## src/rtl/tank_ctrl_param_pkg.sv

```systemverilog
// Shared types for the player-tank controller.
// Direction and FSM encodings plus button-priority helper.
package tank_ctrl_param_pkg;

    typedef enum logic [1:0] {
        DIR_UP    = 2'b00,
        DIR_DOWN  = 2'b01,
        DIR_LEFT  = 2'b10,
        DIR_RIGHT = 2'b11
    } dir_t;

    typedef enum logic [1:0] {
        ST_IDLE  = 2'b00,
        ST_ALIVE = 2'b01,
        ST_HIT   = 2'b10,
        ST_DEAD  = 2'b11
    } state_t;

    typedef struct packed {
        logic vld;
        dir_t dir;
    } move_req_t;

    localparam int LIVES_W = 3;

    // Up beats down beats left beats right when several are held.
    function automatic move_req_t pick_dir(
        input logic w,
        input logic a,
        input logic s,
        input logic d
    );
        move_req_t r;
        r.vld = w | a | s | d;
        r.dir = DIR_UP;
        priority case (1'b1)
            w:       r.dir = DIR_UP;
            s:       r.dir = DIR_DOWN;
            a:       r.dir = DIR_LEFT;
            d:       r.dir = DIR_RIGHT;
            default: r.dir = DIR_UP;
        endcase
        return r;
    endfunction

endpackage

```

## src/rtl/tank_hit_detect.sv

```systemverilog
// Enemy-bullet overlap detector for the player tank.
// One comparator per bullet channel against the registered tank cell.
module tank_hit_detect #(
    parameter int COORD_W = 5,
    parameter int NUM_BUL = 4
) (
    input  logic [NUM_BUL*COORD_W-1:0] bul_x,
    input  logic [NUM_BUL*COORD_W-1:0] bul_y,
    input  logic [NUM_BUL-1:0]         bul_vld,
    input  logic [COORD_W-1:0]         x_pos,
    input  logic [COORD_W-1:0]         y_pos,
    output logic [NUM_BUL-1:0]         hit_raw
);

    for (genvar i = 0; i < NUM_BUL; i++) begin : g_cmp
        assign hit_raw[i] = bul_vld[i]
            && (bul_x[i*COORD_W +: COORD_W] == x_pos)
            && (bul_y[i*COORD_W +: COORD_W] == y_pos);
    end

endmodule

```

## src/rtl/tank_ctrl_param.sv

```systemverilog
// Player-tank controller: movement, facing, fire requests,
// hit detection and the lives/respawn state machine.
module tank_ctrl_param
    import tank_ctrl_param_pkg::*;
#(
    parameter int COORD_W       = 5,
    parameter int GRID_W        = 20,
    parameter int GRID_H        = 15,
    parameter int NUM_BUL       = 4,
    parameter int LIVES         = 3,
    parameter int FIRE_CD       = 2,
    parameter int RESPAWN_TICKS = 8,
    parameter int START_X       = 10,
    parameter int START_Y       = 14
) (
    input  logic                       clk,
    input  logic                       rst_n,
    input  logic                       tick,
    input  logic                       tank_en,
    input  logic                       bt_w,
    input  logic                       bt_a,
    input  logic                       bt_s,
    input  logic                       bt_d,
    input  logic                       bt_st,
    input  logic [NUM_BUL*COORD_W-1:0] bul_x,
    input  logic [NUM_BUL*COORD_W-1:0] bul_y,
    input  logic [NUM_BUL-1:0]         bul_vld,
    output logic [COORD_W-1:0]         x_pos,
    output logic [COORD_W-1:0]         y_pos,
    output logic [1:0]                 tank_dir,
    output logic                       tank_state,
    output logic                       bul_sht,
    output logic [NUM_BUL-1:0]         hit_vec,
    output logic [LIVES_W-1:0]         lives,
    output logic                       game_over
);

    localparam int CD_W  = (FIRE_CD < 1) ? 1 : $clog2(FIRE_CD + 1);
    localparam int RSP_W = (RESPAWN_TICKS < 2) ? 1 : $clog2(RESPAWN_TICKS);

    localparam logic [COORD_W-1:0] SX     = COORD_W'(START_X);
    localparam logic [COORD_W-1:0] SY     = COORD_W'(START_Y);
    localparam logic [COORD_W-1:0] X_MAX  = COORD_W'(GRID_W - 1);
    localparam logic [COORD_W-1:0] Y_MAX  = COORD_W'(GRID_H - 1);
    localparam logic [LIVES_W-1:0] LV_INI = LIVES_W'(LIVES);
    localparam logic [CD_W-1:0]    CD_INI = CD_W'(FIRE_CD);
    localparam logic [RSP_W-1:0]   RSP_END = RSP_W'(RESPAWN_TICKS - 1);

    state_t               state_q, state_d;
    logic [COORD_W-1:0]   x_q, x_d;
    logic [COORD_W-1:0]   y_q, y_d;
    dir_t                 dir_q, dir_d;
    logic [LIVES_W-1:0]   lives_q, lives_d;
    logic [CD_W-1:0]      cd_q, cd_d;
    logic [RSP_W-1:0]     rsp_q, rsp_d;
    logic                 sht_q, sht_d;
    logic [NUM_BUL-1:0]   hv_q, hv_d;
    logic                 st_q;

    logic [NUM_BUL-1:0]   hit_raw;
    logic                 fire_edge;
    move_req_t            mv;

    tank_hit_detect #(
        .COORD_W (COORD_W),
        .NUM_BUL (NUM_BUL)
    ) u_hit (
        .bul_x   (bul_x),
        .bul_y   (bul_y),
        .bul_vld (bul_vld),
        .x_pos   (x_q),
        .y_pos   (y_q),
        .hit_raw (hit_raw)
    );

    assign fire_edge = bt_st & ~st_q;
    assign mv        = pick_dir(bt_w, bt_a, bt_s, bt_d);

    always_ff @(posedge clk or negedge rst_n) begin
        if (!rst_n) begin
            state_q <= ST_IDLE;
            x_q     <= SX;
            y_q     <= SY;
            dir_q   <= DIR_UP;
            lives_q <= LV_INI;
            cd_q    <= '0;
            rsp_q   <= '0;
            sht_q   <= 1'b0;
            hv_q    <= '0;
            st_q    <= 1'b0;
        end else begin
            state_q <= state_d;
            x_q     <= x_d;
            y_q     <= y_d;
            dir_q   <= dir_d;
            lives_q <= lives_d;
            cd_q    <= cd_d;
            rsp_q   <= rsp_d;
            sht_q   <= sht_d;
            hv_q    <= hv_d;
            st_q    <= bt_st;
        end
    end

    always_comb begin
        state_d = state_q;
        x_d     = x_q;
        y_d     = y_q;
        dir_d   = dir_q;
        lives_d = lives_q;
        cd_d    = cd_q;
        rsp_d   = rsp_q;
        sht_d   = 1'b0;
        hv_d    = '0;
        if (!tank_en) begin
            state_d = ST_IDLE;
            x_d     = SX;
            y_d     = SY;
            dir_d   = DIR_UP;
            lives_d = LV_INI;
            cd_d    = '0;
            rsp_d   = '0;
        end else begin
            unique case (state_q)
                ST_IDLE: begin
                    state_d = ST_ALIVE;
                end
                ST_ALIVE: begin
                    if (|hit_raw) begin
                        // A hit pre-empts any move or shot this cycle.
                        state_d = ST_HIT;
                        hv_d    = hit_raw;
                        lives_d = lives_q - LIVES_W'(1);
                        x_d     = SX;
                        y_d     = SY;
                        dir_d   = DIR_UP;
                        cd_d    = '0;
                        rsp_d   = '0;
                    end else begin
                        if (tick && cd_q != '0)
                            cd_d = cd_q - CD_W'(1);
                        if (fire_edge && cd_q == '0) begin
                            sht_d = 1'b1;
                            cd_d  = CD_INI;
                        end
                        if (tick && mv.vld) begin
                            dir_d = mv.dir;
                            unique case (mv.dir)
                                DIR_UP:
                                    if (y_q != '0)
                                        y_d = y_q - COORD_W'(1);
                                DIR_DOWN:
                                    if (y_q < Y_MAX)
                                        y_d = y_q + COORD_W'(1);
                                DIR_LEFT:
                                    if (x_q != '0)
                                        x_d = x_q - COORD_W'(1);
                                DIR_RIGHT:
                                    if (x_q < X_MAX)
                                        x_d = x_q + COORD_W'(1);
                            endcase
                        end
                    end
                end
                ST_HIT: begin
                    if (tick) begin
                        if (rsp_q == RSP_END) begin
                            rsp_d   = '0;
                            state_d = (lives_q != '0) ? ST_ALIVE : ST_DEAD;
                        end else begin
                            rsp_d = rsp_q + RSP_W'(1);
                        end
                    end
                end
                ST_DEAD: begin
                    state_d = ST_DEAD;
                end
            endcase
        end
    end

    assign x_pos      = x_q;
    assign y_pos      = y_q;
    assign tank_dir   = dir_q;
    assign tank_state = (state_q == ST_ALIVE);
    assign bul_sht    = sht_q;
    assign hit_vec    = hv_q;
    assign lives      = lives_q;
    assign game_over  = (state_q == ST_DEAD);

endmodule

```

## config.mk

```make
export PLATFORM = sky130hd
export DESIGN_NAME = tank_ctrl_param
export DESIGN_NICKNAME = d
export VERILOG_FILES = /design/src/rtl/tank_ctrl_param_pkg.sv /design/src/rtl/tank_hit_detect.sv /design/src/rtl/tank_ctrl_param.sv
export SDC_FILE = /design/constraint.sdc
export NUM_CORES = 1
export LEC_CHECK = 0
export CAP_MARGIN = 20
export CORE_UTILIZATION = 47
export DETAILED_ROUTE_END_ITERATION = 10
export GPL_ROUTABILITY_DRIVEN = 0
export PLACE_DENSITY = 0.8
export SLEW_MARGIN = 20
export SYNTH_ARGS = -nofsm -noshare
export SYNTH_HDL_FRONTEND = slang
export SYNTH_SLANG_ARGS = --single-unit
export TNS_END_PERCENT = 5
```

## constraint.sdc

```tcl
create_clock -name clk -period 2.38 [get_ports clk]
set_input_delay 0.476 -clock clk [delete_from_list [all_inputs] [get_ports clk]]
set_output_delay 0.476 -clock clk [all_outputs]
set_load 0.005 [all_outputs]
```

==> results by group <==
Synth
  – Largest family of logic cells by synthesized area: simple AND/OR/NAND/NOR gates
  – Sequential area share after synthesis: 30.45%
  – Mapped Nets: 319
  – Async S/R FF share, synth: 100.0%
  – Post-Synth XOR/XNOR Area: 16.92%
  – EDFF count, synth: 0
  – Synthesized area: 2330 um2
  – Synth Flop Type: dfrtp_1
  – Synthesis-stage register bit count: 28
  – Portion of netlist area occupied by mux cells: 2.256%
  – Yosys warns: 0
  – Synth Area in Adders: 7.626%
  – Synth Area in Compound Gates: 14.39%
  – Synth unique cells: 50
  – Mapped Cells: 253
  – Syn avg cell area: 9.208 um2
  – Simple-Gate Fraction of Synth Area: 20.46%

Setup path
  – Worst Path Arrival: 2470 ps
  – Crit-path max cell delay: 420 ps
  – WP buf/inv: 2
  – Worst Path Required: 2570 ps
  – Critical path type: in -> reg
  – Delay-heaviest family, CP: simple AND/OR/NAND/NOR gates
  – Critical path fanouts, max: 3
  – Crit end category: register
  – Cell at the slowest stage of the critical path: clkdlybuf4s50_1
  – Startpoint types: primary input
  – CP Cell Sequence: clkdlybuf4s50_1 > nor2b_2 > nand2_1 > inv_1 > fa_1 > nor2b_1 > o21ai_0 > and3_1 > o21ai_2 > nand4_1 > o311ai_2

Power
  – VDD IR-drop max: 259.9 uV
  – P_leak: 0.001378 uW
  – Pwr/cell area: 468.3 nW/um2

STA
  – Slew headroom: 65.97%
  – WHS: 455.3 ps
  – Tightest Pin Transition: 504.1 ps
  – Hold Fails Final Rpt: 0
  – Clk_skew: 3.221 ps
  – Final period util: 95.72%
  – Slew Viols, Final: 0
  – Max Freq: 439.0 MHz
  – Tmin final: 2278 ps
  – Setup violators final: 0

Floorplanning
  – Core Region: 4755 um2
  – Initial Utilization: 49.00%
  – Die width: 72.41 um
  – Die Area: 5242 um2
  – Row count: 25
  – IO Pins: 75
  – Die Span Y: 72.41 um

Routing
  – Wire per inst: 15.86 um
  – Iteration count of the initial detailed-routing pass: 4
  – Drt drc: 0
  – Vias per std cell: 5.488
  – Routed Antenna Nets: 0
  – DR iter-0 viols: 82
  – Total Routed Length: 6597 um
  – Via Count: 2283

Global route
  – Largest net degree at the start of global routing: 29
  – Vias in the first global route: 2269
  – First-pass GRT wire length: 10540 um
  – Initial antenna violation count: 0
  – Global Route Usage Sum: 25.76%
  – Total gr overflow: 0

Hold path
  – Hold/Removal Path Class: reg -> reg

Final layout
  – Filler cell count: 386
  – Final #Nets: 416
  – Post-route insts no fill: 416
  – P&R area growth vs syn: 45.17%
  – Final core occ: 71.13%
  – Antenna Cells: 0
  – Proportion of layout cells with a drive suffix above 1: 16.05%

Job
  – Number of max-cap violations: 0

Clock tree
  – Clk_lat worst skew: 280 ps
  – Post-CTS Hold Buffers: 0
  – Reg clk slew, reported paths: 100 ps
  – H-tree lvl count: 1
  – CTS tree: done
  – Clk sink count: 28
  – Num CTS Buffers: 3
  – Clock tree buffer depth: 2
  – Clock root buffer: clkbuf_8

Placed design
  – DP HPWL: 4850 um
  – DP Cell Count: 412
  – IO buf count: 74

Outcome
  – Outcome: completed
## state kept, by name, indices dropped and copies added, names as in the netlist
signal / count
state_q: 2
cd_q: 2
lives: 3
rsp_q: 3
tank_dir: 2
hit_vec: 4
y_pos: 5
x_pos: 5
bul_sht: 1
st_q: 1
## path summary, 6_finish.rpt
path	from	end	slack, ps	depth (start not counted)
min in group asynchronous	rst_n	y_pos[0]	580	2
max reg2reg	x_pos[1]	x_pos[4]	200	8
min	st_q	bul_sht	460	1
max	bt_d	x_pos[4]	100	11
max in group asynchronous	rst_n	x_pos[1]	1480	2
min reg2reg	st_q	bul_sht	460	1
## metal layers
metal / share of wire (%) / up-vias / GRT usage, %
met5: 0 / - / 0
met4: 1.2 / 0 / 6.972
met3: 6.1 / 9 / 3.611
met2: 49 / 92 / 44.76
met1: 44 / 1084 / 33.48
li1: - / 1098 / -
## cells in the final DEF, fill, tap and decap left out, types with 3 or more instances in the layout
| master | synthesis | routed |
|---|---|---|
| buf_4 | 9 | 30 |
| ha_1 | 11 | 11 |
| dfrtp_1 | 21 | 21 |
| xnor2_1 | 44 | 44 |
| o22ai_1 | 5 | 5 |
| nor2_1 | 10 | 9 |
| nor4_1 | 4 | 4 |
| mux2i_1 | 3 | 3 |
| o22a_1 | 5 | 5 |
| or4_1 | 3 | 3 |
| dfstp_2 | 7 | 7 |
| nand4_1 | 19 | 19 |
| a21oi_1 | 4 | 4 |
| clkbuf_8 | 0 | 3 |
| o21ai_0 | 4 | 3 |
| inv_1 | 23 | 23 |
| clkdlybuf4s50_1 | 0 | 74 |
| nand2_1 | 15 | 15 |
| nor3_1 | 4 | 4 |
| nand2b_1 | 3 | 3 |
| nand3_1 | 14 | 14 |
## what timing repair did
action | CTS | global route
endpoints found under the setup margin | 0 | 1
setup buffers | 0 | 0
hold endpoints to repair | 0 | 0
resized for setup | 0 | 4
## cell type report
type	instances	area [um2]	area share (%)
multi-input combinational	189	1445	42.73
timing repair buffer	105	985.9	29.15
clock buffer	3	41.29	1.221
sequential	28	709.4	20.98
clock inverter	1	30.03	0.8879
inverter	23	86.33	2.553
tap	67	83.83	2.479
## Yosys cell counts (2+ instances only)
cell type,n,area [um2]
nand4_1,19,118.9
buf_4,9,67.56
nand2b_1,3,18.77
nand2_1,15,56.30
o21ai_1,2,10.01
nor2b_1,3,18.77
dfstp_2,7,183.9
nor3_1,4,20.02
nor2_1,10,37.54
o211ai_1,2,15.01
a221oi_1,2,17.52
o22ai_1,5,31.28
o22a_1,5,43.79
o21ai_0,4,20.02
or4_1,3,22.52
inv_1,23,86.33
buf_6,2,22.52
a21oi_1,4,20.02
a21o_1,2,15.01
mux2i_1,3,30.03
a31oi_4,2,42.54
fa_1,2,40.04
xnor2_1,44,385.4
nand3_1,14,70.07
mux2_2,2,22.52
clkbuf_1,2,7.510
a211oi_1,2,15.01
nor4_1,4,25.02
ha_1,11,137.6
a31oi_1,2,12.51
dfrtp_1,21,525.5
and3_1,2,12.51
## worst reg2reg max path, stage by stage (launching register included)
cell and delay [ps]:
dfstp_2 710, inv_1 110, fa_1 430, nor2b_1 110, o21ai_0 110, and3_1 220, o21ai_2 150, nand4_1 130
o311ai_2 110
## power by group
part           total [uW]  internal [uW]  switching (uW)
Clock                 386            225             160
Combinational         599            339             261
Sequential            599            521            77.4
Total                1580           1090             498
## cell families after synthesis
family / after synthesis
AND/OR/NAND/NOR: 84
AO/OA/AOI/OAI: 42
flip-flops: 28
buffers and inverters: 36
XOR/XNOR: 45
adder cells (fa/ha/maj): 13
multiplexers: 5
## through the flow
| step | setup WS, ps | power [uW] | area (um2) | TNS (ps) |
|---|---|---|---|---|
| after global routing | -33.69 | 1692 | 3382 | -33.69 |
| final | 101.9 | 1584 | 3382 | 0 |
| after detailed placement | -275.2 | 1198 | 3302 | -541.4 |
| after CTS | 15.88 | 1595 | 3373 | 0 |
| after global placement | -194.7 | 1184 | 3302 | -254.8 |
| after floorplan | 274.5 | 949.6 | 2330 | 0 |
Power figures use the tool's default switching activity.
